File: src/rtl/bp_arty_axil_pkg.sv
// Shared types and constants for the bsg_cache DMA to AXI4-Lite bridge.
//   axil_state_e        : bridge FSM states
//   axil_resp_okay      : AXI OKAY response code
//   bsg_cache_dma_pkt_s : bsg_cache DMA packet {write_not_read, addr}
package bp_arty_axil_pkg;

  // DMA packet address width used by bp_unicore's bsg_cache.
  localparam int dma_daddr_width_gp = 32;

  localparam logic [1:0] axil_resp_okay = 2'b00;

  typedef enum logic [2:0] {
    IDLE    = 3'd0,
    RD_ADDR = 3'd1,
    RD_DATA = 3'd2,
    WR_REQ  = 3'd3,
    WR_RESP = 3'd4
  } axil_state_e;

  // Equivalent of declare_bsg_cache_dma_pkt_s(dma_daddr_width_gp).
  typedef struct packed {
    logic                          write_not_read;
    logic [dma_daddr_width_gp-1:0] addr;
  } bsg_cache_dma_pkt_s;

endpackage

File: src/rtl/bsg_counter_clear_up.sv
// Up counter with synchronous clear, wrapping to zero after max_val_p.
//   clk_i     : clock
//   reset_n_i : synchronous active-low reset (count -> 0)
//   clear_i   : force count to 0 (has priority over up_i)
//   up_i      : increment by one
//   count_o   : current count (registered)
module bsg_counter_clear_up #(
  parameter int max_val_p = 7,
  parameter int width_lp  = $clog2(max_val_p + 1)
) (
  input  logic                clk_i,
  input  logic                reset_n_i,
  input  logic                clear_i,
  input  logic                up_i,
  output logic [width_lp-1:0] count_o
);

  localparam logic [width_lp-1:0] max_lp = width_lp'(max_val_p);

  logic [width_lp-1:0] count_q, count_d;

  // Next count: clear wins, otherwise step and wrap at max_lp.
  always_comb begin
    count_d = count_q;
    if (clear_i) begin
      count_d = '0;
    end else if (up_i) begin
      if (count_q == max_lp) begin
        count_d = '0;
      end else begin
        count_d = count_q + width_lp'(1);
      end
    end else begin
      count_d = count_q;
    end
  end

  // Count register.
  always_ff @(posedge clk_i) begin
    if (!reset_n_i) begin
      count_q <= '0;
    end else begin
      count_q <= count_d;
    end
  end

  assign count_o = count_q;

endmodule

File: src/rtl/bsg_cache_dma_to_axil.sv
// Bridges the bsg_cache DMA interface (packet, fill data out, evict data in)
// onto single-beat AXI4-Lite master transactions, one outstanding at a time.
// Each packet becomes beats_lp consecutive reads or writes of data_width_p
// bits covering the addressed cache block.
//   clk_i, reset_n_i                      : clock, synchronous active-low reset
//   dma_pkt_*                             : packet {write_not_read, addr}, valid/yumi
//   dma_data_o/_v_o/_ready_and_i          : fill data toward the cache
//   dma_data_i/_v_i/_yumi_o               : evict data from the cache
//   ar*/r*/aw*/w*/b*                      : AXI4-Lite master channels
//   error_o                               : sticky, set by any non-OKAY response
module bsg_cache_dma_to_axil
  import bp_arty_axil_pkg::*;
#(
  parameter int daddr_width_p    = 32,
  parameter int data_width_p     = 64,
  parameter int block_width_p    = 512,
  parameter int axi_addr_width_p = 28
) (
  input  logic                        clk_i,
  input  logic                        reset_n_i,

  input  logic [daddr_width_p:0]      dma_pkt_i,
  input  logic                        dma_pkt_v_i,
  output logic                        dma_pkt_yumi_o,

  output logic [data_width_p-1:0]     dma_data_o,
  output logic                        dma_data_v_o,
  input  logic                        dma_data_ready_and_i,

  input  logic [data_width_p-1:0]     dma_data_i,
  input  logic                        dma_data_v_i,
  output logic                        dma_data_yumi_o,

  output logic [axi_addr_width_p-1:0] araddr_o,
  output logic [2:0]                  arprot_o,
  output logic                        arvalid_o,
  input  logic                        arready_i,

  input  logic [data_width_p-1:0]     rdata_i,
  input  logic [1:0]                  rresp_i,
  input  logic                        rvalid_i,
  output logic                        rready_o,

  output logic [axi_addr_width_p-1:0] awaddr_o,
  output logic [2:0]                  awprot_o,
  output logic                        awvalid_o,
  input  logic                        awready_i,

  output logic [data_width_p-1:0]     wdata_o,
  output logic [data_width_p/8-1:0]   wstrb_o,
  output logic                        wvalid_o,
  input  logic                        wready_i,

  input  logic [1:0]                  bresp_i,
  input  logic                        bvalid_i,
  output logic                        bready_o,

  output logic                        error_o
);

  localparam int beats_lp     = block_width_p / data_width_p;
  localparam int lg_beats_lp  = $clog2(beats_lp);
  localparam int byte_off_lp  = $clog2(data_width_p / 8);
  localparam int block_off_lp = $clog2(block_width_p / 8);

  localparam logic [lg_beats_lp-1:0] last_beat_lp = lg_beats_lp'(beats_lp - 1);

  axil_state_e        state_q, state_d;
  bsg_cache_dma_pkt_s pkt_q, pkt_d, pkt_in;
  logic               error_q, error_d;
  logic               aw_done_q, aw_done_d;
  logic               w_done_q, w_done_d;

  logic                   cnt_clear, cnt_up;
  logic [lg_beats_lp-1:0] beat_q;
  logic                   last_beat;
  logic                   aw_fire, w_fire;
  logic                   aw_done_now, w_done_now;
  logic [axi_addr_width_p-1:0] beat_addr;
  logic                   unused_addr_bits;

  assign pkt_in    = dma_pkt_i;
  assign last_beat = (beat_q == last_beat_lp);

  // Block-aligned base with the beat index in place of the block offset;
  // packet address bits above the AXI address width are discarded.
  assign beat_addr = {pkt_q.addr[axi_addr_width_p-1:block_off_lp], beat_q,
                      {byte_off_lp{1'b0}}};
  assign unused_addr_bits = ^{pkt_q.addr[daddr_width_p-1:axi_addr_width_p],
                              pkt_q.addr[block_off_lp-1:0]};

  assign araddr_o   = beat_addr;
  assign awaddr_o   = beat_addr;
  assign arprot_o   = 3'b000;
  assign awprot_o   = 3'b000;
  assign dma_data_o = rdata_i;
  assign wdata_o    = dma_data_i;
  assign wstrb_o    = {(data_width_p/8){1'b1}};
  assign error_o    = error_q;

  bsg_counter_clear_up #(
    .max_val_p(beats_lp - 1)
  ) beat_counter (
    .clk_i    (clk_i),
    .reset_n_i(reset_n_i),
    .clear_i  (cnt_clear),
    .up_i     (cnt_up),
    .count_o  (beat_q)
  );

  // Next-state logic and handshake outputs.
  always_comb begin
    state_d         = state_q;
    pkt_d           = pkt_q;
    error_d         = error_q;
    aw_done_d       = aw_done_q;
    w_done_d        = w_done_q;
    cnt_clear       = 1'b0;
    cnt_up          = 1'b0;
    aw_fire         = 1'b0;
    w_fire          = 1'b0;
    aw_done_now     = aw_done_q;
    w_done_now      = w_done_q;
    dma_pkt_yumi_o  = 1'b0;
    dma_data_v_o    = 1'b0;
    dma_data_yumi_o = 1'b0;
    arvalid_o       = 1'b0;
    rready_o        = 1'b0;
    awvalid_o       = 1'b0;
    wvalid_o        = 1'b0;
    bready_o        = 1'b0;

    case (state_q)
      IDLE: begin
        dma_pkt_yumi_o = dma_pkt_v_i;
        if (dma_pkt_v_i) begin
          pkt_d     = pkt_in;
          cnt_clear = 1'b1;
          state_d   = pkt_in.write_not_read ? WR_REQ : RD_ADDR;
        end else begin
          state_d = IDLE;
        end
      end

      RD_ADDR: begin
        arvalid_o = 1'b1;
        if (arready_i) begin
          state_d = RD_DATA;
        end else begin
          state_d = RD_ADDR;
        end
      end

      RD_DATA: begin
        // R is only accepted when the cache can take the fill word, so a
        // stalled word stays on rdata_i until it is delivered.
        dma_data_v_o = rvalid_i;
        rready_o     = dma_data_ready_and_i;
        if (rvalid_i && dma_data_ready_and_i) begin
          if (rresp_i != axil_resp_okay) begin
            error_d = 1'b1;
          end else begin
            error_d = error_q;
          end
          cnt_up  = 1'b1;
          state_d = last_beat ? IDLE : RD_ADDR;
        end else begin
          state_d = RD_DATA;
        end
      end

      WR_REQ: begin
        // AW and W complete independently; each valid drops only after its
        // own handshake, tracked by the done flags.
        awvalid_o       = !aw_done_q;
        wvalid_o        = dma_data_v_i && !w_done_q;
        aw_fire         = awvalid_o && awready_i;
        w_fire          = wvalid_o && wready_i;
        dma_data_yumi_o = w_fire;
        aw_done_now     = aw_done_q || aw_fire;
        w_done_now      = w_done_q || w_fire;
        if (aw_done_now && w_done_now) begin
          aw_done_d = 1'b0;
          w_done_d  = 1'b0;
          state_d   = WR_RESP;
        end else begin
          aw_done_d = aw_done_now;
          w_done_d  = w_done_now;
          state_d   = WR_REQ;
        end
      end

      WR_RESP: begin
        bready_o = 1'b1;
        if (bvalid_i) begin
          if (bresp_i != axil_resp_okay) begin
            error_d = 1'b1;
          end else begin
            error_d = error_q;
          end
          cnt_up  = 1'b1;
          state_d = last_beat ? IDLE : WR_REQ;
        end else begin
          state_d = WR_RESP;
        end
      end

      default: begin
        state_d = IDLE;
      end
    endcase
  end

  // State, packet, error and write-progress registers.
  always_ff @(posedge clk_i) begin
    if (!reset_n_i) begin
      state_q   <= IDLE;
      pkt_q     <= '0;
      error_q   <= 1'b0;
      aw_done_q <= 1'b0;
      w_done_q  <= 1'b0;
    end else begin
      state_q   <= state_d;
      pkt_q     <= pkt_d;
      error_q   <= error_d;
      aw_done_q <= aw_done_d;
      w_done_q  <= w_done_d;
    end
  end

endmodule
File: config.mk
export PLATFORM = sky130hd
export DESIGN_NAME = bsg_cache_dma_to_axil
export DESIGN_NICKNAME = d
export VERILOG_FILES = /design/src/rtl/bp_arty_axil_pkg.sv /design/src/rtl/bsg_counter_clear_up.sv /design/src/rtl/bsg_cache_dma_to_axil.sv
export SDC_FILE = /design/constraint.sdc
export NUM_CORES = 1
export LEC_CHECK = 0
export ABC_AREA = 1
export BUFFER_PORTS_ARGS = -buffer_cell sky130_fd_sc_hd__buf_2
export CAP_MARGIN = 20
export CORE_AREA = 2 2 148 150
export DETAILED_ROUTE_END_ITERATION = 10
export DIE_AREA = 0 0 150 152
export HOLD_SLACK_MARGIN = 0.05
export MAX_ROUTING_LAYER = met4
export PLACE_DENSITY = 0.49
export SETUP_SLACK_MARGIN = 0.05
export SYNTH_ARGS = -nofsm -noshare
export SYNTH_HDL_FRONTEND = slang
export SYNTH_HIERARCHICAL = 1
export SYNTH_SLANG_ARGS = --single-unit
File: constraint.sdc
create_clock -name clk_i -period 1.85 [get_ports clk_i]
set_clock_uncertainty 0.15 [all_clocks]
set_input_delay 0.37 -clock clk_i [delete_from_list [all_inputs] [get_ports clk_i]]
set_output_delay 0.37 -clock clk_i [all_outputs]
set_load 0.01 [all_outputs]
==> key figures <==
Drt
  • WL/cell: 13.4 um
  • Routed WL: 8010 um
  • Post-detailed-route count of antenna-violating nets: 0
  • Initial DRC count: 46
  • Via count: 1835
  • DRT Pass-1 Iters: 4
  • Drc violations: 0
  • Vias/cell: 3.06

STA
  • RSZ-0062 raised after global routing: yes
  • Final Hold Vio Count: 0
  • Period minus WS final: 1.72 ns
  • Setup WS post-layout: 0.129 ns
  • Max-slew violation count: 0
  • Worst Hold Slack: 0.181 ns
  • Final TNS setup: 0 ns
  • # setup viols final: 0
  • Max Clock Freq: 581 MHz
  • Post-route clock period utilization: 93.0%

Clock tree
  • CTS tree: yes
  • Max Buffers Root-to-Sink: 2
  • Worst skew pair latency: 0.28 ns
  • Clock Pin Slew Worst Setup and Hold Paths: 0.06 ns
  • CTS buffer count: 5
  • Root Buffer: clkbuf_16
  • H-Tree Depth: 2
  • Clock sinks: 31
  • Cts hold-fix bufs: 0

Global route
  • Vias in the first global route: 1671
  • First-pass GRT wire length: 10500 um
  • Antenna violations before repair: 1
  • GRT Total Usage: 6.83%
  • Overflow after GRT: 0
  • Maximum number of pins on one net before global-route repair: 23

Critical path
  • Setup crit start kind: register
  • CP Capture Type: primary output
  • CP required: 1.33 ns
  • Worst Setup Path Type: reg -> out
  • R2R depth: 7
  • Reg2reg end: beat_counter/count_o[1]
  • Crit Path Max Fanout: 6
  • R2r setup slk: 0.43 ns
  • Crit path DAT: 1.20 ns
  • Reg-to-Reg Start: state_q[0]

Die
  • Placeable Area: 21400 sq um
  • Starting density of the core: 12.5%
  • Die X: 150 um
  • Rows: 54
  • Full die area: 22800 sq um
  • Num ports: 382
  • Die height: 152 um

Finish
  • Layout area overhead: -8.27%
  • Share of cells above drive strength 1: 37.4%
  • Area of the multi-input gates: 706 sq um
  • Most common cell after layout, fill and taps aside: buf_2
  • Sequential Area: 629 sq um
  • Fillers: 2502
  • Most frequent cells in the layout: 95 x buf_2, 56 x nor2_1, 28 x dfxtp_1
  • Final std cells w/o fill: 599
  • Final core occ: 11.4%
  • Net count, final: 496

Placement
  • Port Buf Inserts: 95
  • Gp weighted congestion: 0.648
  • Dpl hpwl: 6450 um
  • Post-placement setup slack: 0.197 ns
  • DP Cell Count: 591

Power and ir drop
  • Leak Pwr: 1.22 nW
  • Power density over the cells: 861 nW/um^2
  • Peak VDD IR: 229 uV

Yosys
  • Yosys warns: 6
  • Avg Inst Size Synth: 7.18 sq um
  • Post-synthesis sequential area ratio: 23.3%
  • Post-Syn Area: 2660 sq um
  • Post-synthesis cell type count: 23
  • Gate Count Post-Synth: 371
  • #FFs+latches synth: 31

Hold path
  • Hold depth: 3
  • HP Start: dma_pkt_i[8]
  • HP Class: in -> reg
  • Hold Path Sink: araddr_o[8]

Run
  • Number of max-cap violations: 0

Outcome
  • Status: finished clean
[worst max-delay path by stage]
| stage | startpoint | endpoint | slack, ns | cells past startpoint |
|---|---|---|---|---|
| floorplan | state_q[1] | dma_data_yumi_o | 0.45 | 2 |
| global placement | state_q[1] | dma_data_yumi_o | 0.21 | 3 |
| detailed placement | state_q[1] | dma_data_yumi_o | 0.20 | 3 |
| CTS | state_q[0] | dma_data_yumi_o | 0.004 | 3 |
| global route | state_q[2] | dma_data_yumi_o | 0.04 | 4 |
| finish | state_q[0] | dma_data_yumi_o | 0.13 | 3 |
[cells by family (layout without fill, tap and decap cells)]
group / Yosys count / count (layout) / synth area share, %
buffers and inverters: 203 / 132 / 53.7
and+or+nand+nor: 99 / 99 / 15.3
AOI/OAI and AO/OA: 34 / 34 / 6.53
DFF: 31 / 31 / 23.3
adders and majority gates: 2 / 2 / 0.940
other: 2 / 21 / 0.282
[critical path, stage by stage, from the launching register on]
cell     delay, ns
dfxtp_2       0.41
nand3_4       0.13
nor3b_2       0.22
buf_2         0.16
[synth_stat cells]
master    number  area, sq um
o21ai_0       20          100
nor3b_2        1         12.5
nand4_1        3         18.8
conb_1         2         7.51
buf_4        173         1300
o21ai_1        3         15.0
nor3_1         1         5.00
ha_1           2         25.0
inv_1         21         78.8
o22ai_1        1         6.26
buf_2          1         5.00
dfxtp_1       31          621
o21a_1         1         7.51
nand2_1       25         93.8
clkbuf_1       2         7.51
nor2_1        57          214
inv_2          3         11.3
clkbuf_2       1         5.00
nor2_2         1         6.26
nand3_1       10         50.1
nand2_2        1         6.26
buf_6          2         22.5
a21oi_1        9         45.0
[power by group]
group	leakage (nW)	internal, mW	switching (mW)
combinational	0.897	0.205	0.321
sequential	0.257	0.740	0.0603
clock	0.0628	0.483	0.293
total	1.22	1.43	0.674
[per-stage QoR]
stage,cell area (sq um),total power [mW]
floorplan,2730,1.48
global placement,2260,1.34
detailed placement,2260,1.35
CTS,2420,2.19
global route,2440,2.28
finish,2440,2.10
[layout make-up]
type | instances | share of cell area (%)
Sequential cell | 31 | 25.8
Inverter | 24 | 4.00
Clock buffer | 6 | 5.28
Antenna cell | 1 | 0.102
Tap cell | 280 | 14.3
Multi-Input combinational cell | 155 | 28.9
Timing Repair Buffer | 102 | 21.6
[metal layers]
layer	track usage, %	routed length (um)
met1	5.38	2390
met2	10.2	3480
met3	4.35	1340
met4	7.14	790
met5	-	0
[registers in the layout (all words and copies together), names as in the netlist]
register	count
beat_counter/count_o	3
aw_done_q	1
state_q	3
araddr_o	22
error_o	1
w_done_q	1
[what timing repair did]
item / CTS / global route
setup buffers: 0 / 1
pin swaps: 0 / 1
setup endpoints to repair: 6 / 8
gates resized for setup: 6 / 7
gates cloned: 0 / 0
Power figures use the tool's default switching activity.
